File: config.mk
export PLATFORM = sky130hd
export DESIGN_NAME = cordic_adder_scheduler
export DESIGN_NICKNAME = d
export VERILOG_FILES = /design/src/rtl/cordic_adder_scheduler.sv
export SDC_FILE = /design/constraint.sdc
export NUM_CORES = 1
export LEC_CHECK = 0
export CAP_MARGIN = 20
export CORE_MARGIN = 2
export CORE_UTILIZATION = 54
export DETAILED_ROUTE_END_ITERATION = 8
export GPL_ROUTABILITY_DRIVEN = 1
export PLACE_DENSITY = 0.91
export SLEW_MARGIN = 25
export SYNTH_ARGS = -nofsm -noshare
export SYNTH_HDL_FRONTEND = slang
export SYNTH_SLANG_ARGS = --single-unit
File: constraint.sdc
create_clock -name clk -period 19.77 [get_ports clk]
set_input_delay 1.977 -clock clk [delete_from_list [all_inputs] [get_ports clk]]
set_output_delay 1.977 -clock clk [all_outputs]
set_load 0.03 [all_outputs]
File: src/rtl/cordic_adder_scheduler.sv
// CORDIC rotation-mode iteration sequencer sharing one external 32-bit adder.
// Ports: clk/rst, start/ready/done handshake, x/y/z in/out, atan ROM idx/val,
// add_a/add_b/add_cin to the shared adder, add_sum/add_cout back from it.
module cordic_adder_scheduler #(
    parameter int N_ITER = 16
) (
    input  logic        clk,
    input  logic        rst,
    input  logic        start,
    input  logic [31:0] x_in,
    input  logic [31:0] y_in,
    input  logic [31:0] z_in,
    output logic        ready,
    output logic        done,
    output logic [31:0] x_out,
    output logic [31:0] y_out,
    output logic [31:0] z_out,
    output logic [4:0]  atan_idx,
    input  logic [31:0] atan_val,
    output logic [31:0] add_a,
    output logic [31:0] add_b,
    output logic        add_cin,
    input  logic [31:0] add_sum,
    input  logic        add_cout
);

    typedef enum logic [2:0] {
        S_IDLE,
        S_XU,
        S_YU,
        S_ZU,
        S_DONE
    } state_t;

    localparam logic [4:0] LAST = 5'(N_ITER - 1);

    state_t      state_q, state_d;
    logic [4:0]  i_q, i_d;
    logic [31:0] x_q, x_d, y_q, y_d, z_q, z_d, xt_q, xt_d;
    logic [31:0] xo_q, xo_d, yo_q, yo_d, zo_q, zo_d;

    // Carry-out is deliberately dropped: all arithmetic wraps modulo 2^32.
    logic unused_cout;
    assign unused_cout = add_cout;

    logic        neg;
    logic [31:0] x_sh, y_sh, opb;
    logic        sub;

    assign neg  = z_q[31];
    assign x_sh = $signed(x_q) >>> i_q;
    assign y_sh = $signed(y_q) >>> i_q;

    // Operand select; subtraction is A + ~B + 1 on the shared adder.
    always_comb begin
        add_a = '0;
        opb   = '0;
        sub   = 1'b0;
        unique case (state_q)
            S_XU: begin
                add_a = x_q;
                opb   = y_sh;
                sub   = ~neg;
            end
            S_YU: begin
                add_a = y_q;
                opb   = x_sh;
                sub   = neg;
            end
            S_ZU: begin
                add_a = z_q;
                opb   = atan_val;
                sub   = ~neg;
            end
            default: begin
                add_a = '0;
                opb   = '0;
                sub   = 1'b0;
            end
        endcase
    end

    assign add_b   = sub ? ~opb : opb;
    assign add_cin = sub;

    always_comb begin
        state_d = state_q;
        i_d     = i_q;
        x_d     = x_q;
        y_d     = y_q;
        z_d     = z_q;
        xt_d    = xt_q;
        xo_d    = xo_q;
        yo_d    = yo_q;
        zo_d    = zo_q;
        unique case (state_q)
            S_IDLE: begin
                if (start) begin
                    x_d     = x_in;
                    y_d     = y_in;
                    z_d     = z_in;
                    i_d     = '0;
                    state_d = S_XU;
                end
            end
            S_XU: begin
                xt_d    = add_sum;
                state_d = S_YU;
            end
            S_YU: begin
                y_d     = add_sum;
                state_d = S_ZU;
            end
            S_ZU: begin
                z_d = add_sum;
                x_d = xt_q;
                if (i_q == LAST) begin
                    // Publish the post-update values of the final iteration.
                    xo_d    = xt_q;
                    yo_d    = y_q;
                    zo_d    = add_sum;
                    state_d = S_DONE;
                end else begin
                    i_d     = i_q + 5'd1;
                    state_d = S_XU;
                end
            end
            S_DONE: begin
                state_d = S_IDLE;
            end
            default: begin
                state_d = S_IDLE;
            end
        endcase
    end

    always_ff @(posedge clk or posedge rst) begin
        if (rst) begin
            state_q <= S_IDLE;
            i_q     <= '0;
            x_q     <= '0;
            y_q     <= '0;
            z_q     <= '0;
            xt_q    <= '0;
            xo_q    <= '0;
            yo_q    <= '0;
            zo_q    <= '0;
        end else begin
            state_q <= state_d;
            i_q     <= i_d;
            x_q     <= x_d;
            y_q     <= y_d;
            z_q     <= z_d;
            xt_q    <= xt_d;
            xo_q    <= xo_d;
            yo_q    <= yo_d;
            zo_q    <= zo_d;
        end
    end

    assign ready    = (state_q == S_IDLE);
    assign done     = (state_q == S_DONE);
    assign x_out    = xo_q;
    assign y_out    = yo_q;
    assign z_out    = zo_q;
    assign atan_idx = i_q;

endmodule

==> results.py, run 1 <==
metrics = {
    "run_status": {
        "status": "finished, final reports clean",
    },
    "job": {
        "cap_violations": 0,
    },
    "grt": {
        "grt_pass1_wl_um": 66490,
        "grt_max_degree": 160,
        "overflow": 0,
        "antenna_found_initial": 3,
        "grt_usage_pct": 34.56,
        "grt_pass1_vias": 11600,
    },
    "final_layout": {
        "nNetsFinal": 1635,
        "stdcell_count": 1809,
        "fill_cells": 1590,
        "layout-drive-gt1-share_pct": 18.83,
        "seqCellArea_sq_mm": 0.005814,
        "synthToLayoutAreaGrowth_pct": 33.97,
        "multi_input_area_sq_mm": 0.006621,
    },
    "pwr": {
        "total_power_w": 0.001188,
        "powerDensity_mw_per_mm2": 68.91,
        "leakagePower_nw": 7.560,
        "peakVddDrop_v": 0.00007044,
    },
    "critical_path": {
        "cpPeakStageDelay_ns": 0.70,
        "path_delay_family": "buffers and inverters",
        "cp_slowest_cell": "clkdlybuf4s50_1",
        "critPathBufInv": 3,
        "path_class": "flip-flop to output pin",
        "required_ns": 17.79,
        "critPathLaunchType": "flip-flop",
        "crit_chain": "buf_4 -> nor3b_4 -> buf_4 -> mux4_2 -> mux4_2 -> a22oi_1 -> o21ai_1 -> o21bai_1 -> xor2_1 -> clkdlybuf4s50_1",
        "cp.arrival_ns": 4.81,
        "end_kind": "output pin",
        "cp_max_fo": 68,
    },
    "route": {
        "via_count": 11310,
        "avgRoutedWirePerCell_um": 24.40,
        "wl_um": 44130,
        "drt-pass1-iter-count": 5,
        "ant_nets": 0,
        "dr.first_iter.drc_count": 1091,
        "avgViaCountPerCell": 6.250,
        "drcViolationCount": 0,
    },
    "timing": {
        "relSlewSlack_pct": 30.00,
        "tns_ns": 0,
        "rsz0062_at_grt": "no",
        "fin_skew_ns": 0.03298,
        "worst_pin_slew_ns": 1.048,
        "setup_violations": 0,
        "drv_slew": 0,
        "hold_viol_final": 0,
        "min_period_ns": 6.784,
        "min_period_over_period_pct": 34.32,
        "max_freq_mhz": 147.4,
        "timing.final.ws_setup_ns": 12.99,
    },
    "synth": {
        "async_reset_ff_share_pct": 100.0,
        "synth.cell_area_sq_mm": 0.01286,
        "yosysMostFrequentCell": "dfrtp_1",
        "synth_area_per_cell_sq_um": 10.79,
        "synth_seq_cells": 232,
        "synth_top_cells_by_area": "dfrtp_1 45%, mux2_2 15%, mux2i_1 7.7%, mux4_2 5.4%, nor2_1 5.3%",
        "synth_cell_type_count": 53,
        "synth_common_cells": "232 x dfrtp_1, 183 x nor2_1, 173 x mux2_2",
        "synth_top_cell_by_area": "dfrtp_1",
        "synth_top_area_share_pct": 45.13,
        "syn_nets": 1358,
        "synth_edf_count": 0,
        "ys.flop_type": "dfrtp_1",
        "seq_area_frac_synth_pct": 45.13,
        "syn_inst": 1192,
        "ys_warn_count": 0,
    },
    "floorplan": {
        "die_width_um": 158.4,
        "initial_utilization_pct": 54.97,
        "ios": 332,
        "dieArea_sq_mm": 0.02507,
        "rows": 56,
        "coreArea_sq_mm": 0.02340,
        "die_h_um": 158.4,
    },
    "clocking": {
        "cts.reportedPaths.clkPinSlew_ns": 0.07,
        "cts_buffers": 25,
        "clockBufferDepth": 3,
        "htreeDepth": 1,
        "cts_tree": "yes",
        "post_cts_buffers": 0,
        "insertion_delay_ns": 0.54,
        "clkSinkCount": 232,
        "ctsResizeCount": 0,
        "cts_root_buffer": "clkbuf_16",
        "hold_buffers": 0,
    },
    "min_path": {
        "min_path_type": "flip-flop to flip-flop",
    },
    "placed_design": {
        "portBuffers": 330,
        "dp_cells": 1760,
        "pre_cts_ws_ns": 13.61,
        "place_hpwl_um": 29710,
        "place_congestion": 0.9360,
    },
}
==> power by group <==
| part | internal (W) | leakage [nW] | switching, W | total (W) |
|---|---|---|---|---|
| registers | 0.000492 | 2.85 | 0.0000184 | 0.000510 |
| logic | 0.0000813 | 4.27 | 0.0000817 | 0.000163 |
| clock network | 0.000317 | 0.440 | 0.000198 | 0.000515 |
| total | 0.000889 | 7.56 | 0.000298 | 0.00119 |
==> placed cells by master, fill, tap and decap left out, types with 4 or more instances in the layout <==
cell / Yosys / routed
xnor2_1: 21 / 21
clkbuf_1: 59 / 4
o21ai_0: 54 / 54
o211ai_1: 4 / 4
nand2_1: 80 / 77
mux2i_1: 99 / 99
inv_1: 8 / 6
mux2_2: 173 / 173
nor3_1: 4 / 4
bufinv_16: 0 / 5
nor2_1: 183 / 182
a32oi_1: 6 / 6
a31oi_1: 5 / 5
o21ai_1: 4 / 4
mux4_2: 31 / 31
a22oi_1: 44 / 44
dfrtp_2: 0 / 4
clkbuf_16: 0 / 25
xor2_1: 12 / 12
o22ai_1: 65 / 65
clkbuf_8: 0 / 5
nand3_1: 5 / 5
a21oi_1: 21 / 21
dfrtp_1: 232 / 227
clkdlybuf4s50_1: 0 / 330
buf_4: 7 / 13
==> state kept, by name (all words and copies together), names as in the netlist <==
register  flops
y_q          32
xt_q         32
state_q       3
y_out        32
x_q          32
atan_idx      5
z_out        32
x_out        32
z_q          32
==> worst paths after layout <==
check	startpoint	end	slack [ns]	cells after the start
worst max-delay path	state_q[1]$_DFFE_PP0P_	add_b[0]	12.99	10
worst min-delay path	z_q[26]$_DFFE_PP0P_	z_q[26]$_DFFE_PP0P_	0.50	2
worst max register to register	state_q[0]$_DFFE_PP0P_	x_out[15]$_DFFE_PP0P_	15.77	7
worst min register to register	z_q[26]$_DFFE_PP0P_	z_q[26]$_DFFE_PP0P_	0.50	2
max in group asynchronous	rst	y_out[21]$_DFFE_PP0P_	16.52	3
min in group asynchronous	rst	x_out[8]$_DFFE_PP0P_	2.01	2
==> worst min-delay path: cells and delay by family (launching register included) <==
kind	cells	cell delay [ns]
flip-flops	1	0.34
AND/OR/NAND/NOR	2	0.12
==> layout make-up <==
type                            instances  share of cell area [%]
Timing Repair Buffer                  345                   19.96
Tap cell                              319                   2.316
Antenna cell                            3                 0.04356
Clock inverter                         11                   1.103
Multi-Input combinational cell        854                   38.42
Sequential cell                       232                   33.74
Clock buffer                           34                   4.116
Inverter                               11                  0.3122
==> per-layer routing <==
metal  share of wire (%)  track usage [%]  vias up
li1                    -                -     4878
met1                  38            44.74     5623
met2                  48            56.11      678
met3                  10            8.492      125
met4                 3.9            14.07        2
met5               0.025                0        -
==> cells by family after synthesis <==
| logic type | after synthesis | synth area share, % |
|---|---|---|
| XOR/XNOR | 33 | 2.247 |
| multiplexers | 303 | 28.27 |
| flip-flops | 232 | 45.13 |
| buffers and inverters | 106 | 3.705 |
| adder cells (fa/ha/maj) | 2 | 0.1945 |
| AND/OR/NAND/NOR | 289 | 9.026 |
| AO/OA/AOI/OAI | 227 | 11.43 |
==> per-stage QoR <==
step | instance area, sq um | hold slack, ns | utilization (%)
2_1_floorplan | 12860 | 0.4606 | -
3_3_place_gp | 16280 | 0.4726 | 69.58
3_5_place_dp | 16290 | 0.4820 | 69.61
4_1_cts | 17190 | 0.4959 | 73.45
5_1_grt | 17230 | 0.5159 | 73.64
6_report | 17240 | 0.4954 | 73.65
Note: power is estimated with default switching activity, not from simulation.
==> run 2, diff against run 1 <==
--- a/config.mk
+++ b/config.mk
@@ -7,10 +7,10 @@
 export LEC_CHECK = 0
 export CAP_MARGIN = 20
 export CORE_MARGIN = 2
-export CORE_UTILIZATION = 54
+export CORE_UTILIZATION = 45
 export DETAILED_ROUTE_END_ITERATION = 8
 export GPL_ROUTABILITY_DRIVEN = 1
-export PLACE_DENSITY = 0.91
+export PLACE_DENSITY = 0.82
 export SLEW_MARGIN = 25
 export SYNTH_ARGS = -nofsm -noshare
 export SYNTH_HDL_FRONTEND = slang
==> constraint.sdc (replaced) <==
create_clock -name clk -period 6.1 [get_ports clk]
set_input_delay 0.61 -clock clk [delete_from_list [all_inputs] [get_ports clk]]
set_output_delay 0.61 -clock clk [all_outputs]
set_load 0.03 [all_outputs]
==> run 2 against run 1 <==
  * Utilization is 12 points lower
  * Wire length fell by 3.4%
  * Worst hold slack got worse by 0.056 ns
  * Clock-buffer cell count decreased by 2
  * Cell count increased by 3.3%
  * First-iteration DRC count shrank 19%
  * Via count shrank 2.5%
  * Setup slack worse by 12 ns
==> results.py, run 2 (same netlist as run 1, synthesis figures left out) <==
metrics = {
    "timing": {
        "min_period_over_period_pct": 86.23,
        "holdWs_ns": 0.4396,
        "tns_ns": 0,
        "fin_skew_ns": 0.01861,
        "setup_violations": 0,
        "rsz0062_at_grt": "no",
        "relSlewSlack_pct": 32.98,
        "drv_slew": 0,
        "hold_viol_final": 0,
        "min_period_ns": 5.260,
        "max_freq_mhz": 190.1,
        "worst_pin_slew_ns": 1.005,
    },
    "grt": {
        "grt_max_degree": 151,
        "grt_pass1_wl_um": 66700,
        "grt_usage_pct": 28.04,
        "antenna_found_initial": 2,
        "grt_pass1_vias": 11440,
        "overflow": 0,
    },
    "final_layout": {
        "synthToLayoutAreaGrowth_pct": 33.77,
        "fill_cells": 2267,
        "final_common_cell": "clkdlybuf4s50_1",
        "seqCellArea_sq_mm": 0.005813,
        "fin_util_pct": 61.61,
        "layout-drive-gt1-share_pct": 19.13,
        "stdcell_count": 1869,
        "final_area_sq_mm": 0.01721,
        "nNetsFinal": 1639,
        "multi_input_area_sq_mm": 0.006615,
        "final_cell_mix": "330 x clkdlybuf4s50_1, 226 x dfrtp_1, 182 x nor2_1",
    },
    "clocking": {
        "cts.reportedPaths.clkPinSlew_ns": 0.06,
        "htreeDepth": 1,
        "post_cts_buffers": 0,
        "cts_tree": "yes",
        "hold_buffers": 0,
        "cts_root_buffer": "clkbuf_16",
        "insertion_delay_ns": 0.53,
        "clkSinkCount": 232,
        "clockBufferDepth": 3,
        "cts_buffers": 25,
        "ctsResizeCount": 0,
    },
    "floorplan": {
        "rows": 61,
        "dieArea_sq_mm": 0.02996,
        "ios": 332,
        "die_h_um": 173.1,
        "coreArea_sq_mm": 0.02793,
        "die_width_um": 173.1,
        "initial_utilization_pct": 46.05,
    },
    "placed_design": {
        "place_congestion": 0.9016,
        "dp_cells": 1823,
        "place_hpwl_um": 29920,
        "portBuffers": 330,
        "place_area_sq_mm": 0.01640,
    },
    "min_path": {
        "min_path_type": "input port to asynchronous set/reset pin",
    },
    "pwr": {
        "peakVddDrop_v": 0.0002892,
        "leakagePower_nw": 7.524,
        "powerDensity_mw_per_mm2": 211.7,
    },
    "route": {
        "via_count": 11020,
        "dr.first_iter.drc_count": 888,
        "wl_um": 42650,
        "drt-pass1-iter-count": 5,
        "drcViolationCount": 0,
        "ant_nets": 0,
        "avgViaCountPerCell": 5.898,
        "avgRoutedWirePerCell_um": 22.82,
    },
    "critical_path": {
        "critPathLaunchType": "flip-flop",
        "path_delay_family": "buffers and inverters",
        "path_class": "flip-flop to output pin",
        "r2r-start": "atan_idx[1]$_DFFE_PP0P_",
        "reg2reg_to": "x_out[12]$_DFFE_PP0P_",
        "crit_cells": 9,
        "cpPeakStageDelay_ns": 0.88,
        "cp.arrival_ns": 4.65,
        "r2r_slack_ns": 2.53,
        "crit_chain": "nor3b_4 -> buf_4 -> mux2i_1 -> a21oi_1 -> inv_1 -> a221oi_2 -> a21oi_1 -> xnor2_1 -> clkdlybuf4s50_1",
        "required_ns": 5.49,
        "end_kind": "output pin",
        "reg2reg_depth": 9,
        "critPathBufInv": 3,
        "cpMostUsedCell": "a21oi_1",
        "cp_max_fo": 46,
        "cp_slowest_cell": "a21oi_1",
    },
    "job": {
        "cap_violations": 0,
    },
    "run_status": {
        "status": "finished, final reports clean",
    },
}
run 2: worst reg2reg max path, cell delays in order (launching register included):
cell and delay, ns:
dfrtp_2 0.89, buf_4 0.37, ha_1 0.21, inv_1 0.06
nor2_1 0.10, ha_1 0.24, nand2_2 0.08, inv_2 0.54
buf_4 0.55, mux2_2 0.42
run 2: cell type report:
cell class	count	share of cell area, %
diodes	1	0.01454
flip-flops and latches	232	33.78
clock buffers	32	4.021
multi-input cells	854	38.44
inverters	11	0.2617
repair buffers	349	20.17
well taps	378	2.748
clock inverters	12	0.5671
run 2: how the worst max path moves through the flow:
stage | start | end | slack [ns]
after floorplan | rst | atan_idx[0]$_DFFE_PP0P_ | 2.45
after detailed placement | state_q[1]$_DFFE_PP0P_ | add_b[15] | 1.42
after CTS | state_q[1]$_DFFE_PP0P_ | add_b[15] | 0.78
after global placement | state_q[1]$_DFFE_PP0P_ | add_b[15] | 1.48
final | state_q[1]$_DFFE_PP0P_ | add_b[15] | 0.84
after global routing | state_q[1]$_DFFE_PP0P_ | add_b[15] | 0.50
run 2: layer usage:
metal | GRT usage, % | vias to the layer above | part of all wire [%]
li1 | - | 4893 | -
met1 | 37.75 | 5499 | 42
met2 | 44.62 | 534 | 46
met3 | 6.772 | 96 | 8.5
met4 | 9.393 | 2 | 3.3
met5 | 0 | - | 0.030
run 2: power by group:
part	internal [W]	leakage [nW]	switching, W
clock	0.000843	0.391	0.000624
combinational	0.000264	4.28	0.000259
sequential	0.00159	2.85	0.0000603
total	0.00270	7.52	0.000944
run 2: per-stage QoR:
step,setup WS [ns],power [W]
6_report,0.8401,0.003644
5_1_grt,0.4991,0.003779
4_1_cts,0.7757,0.003664
3_5_place_dp,1.421,0.002198
3_3_place_gp,1.480,0.002187
2_1_floorplan,2.454,0.001921
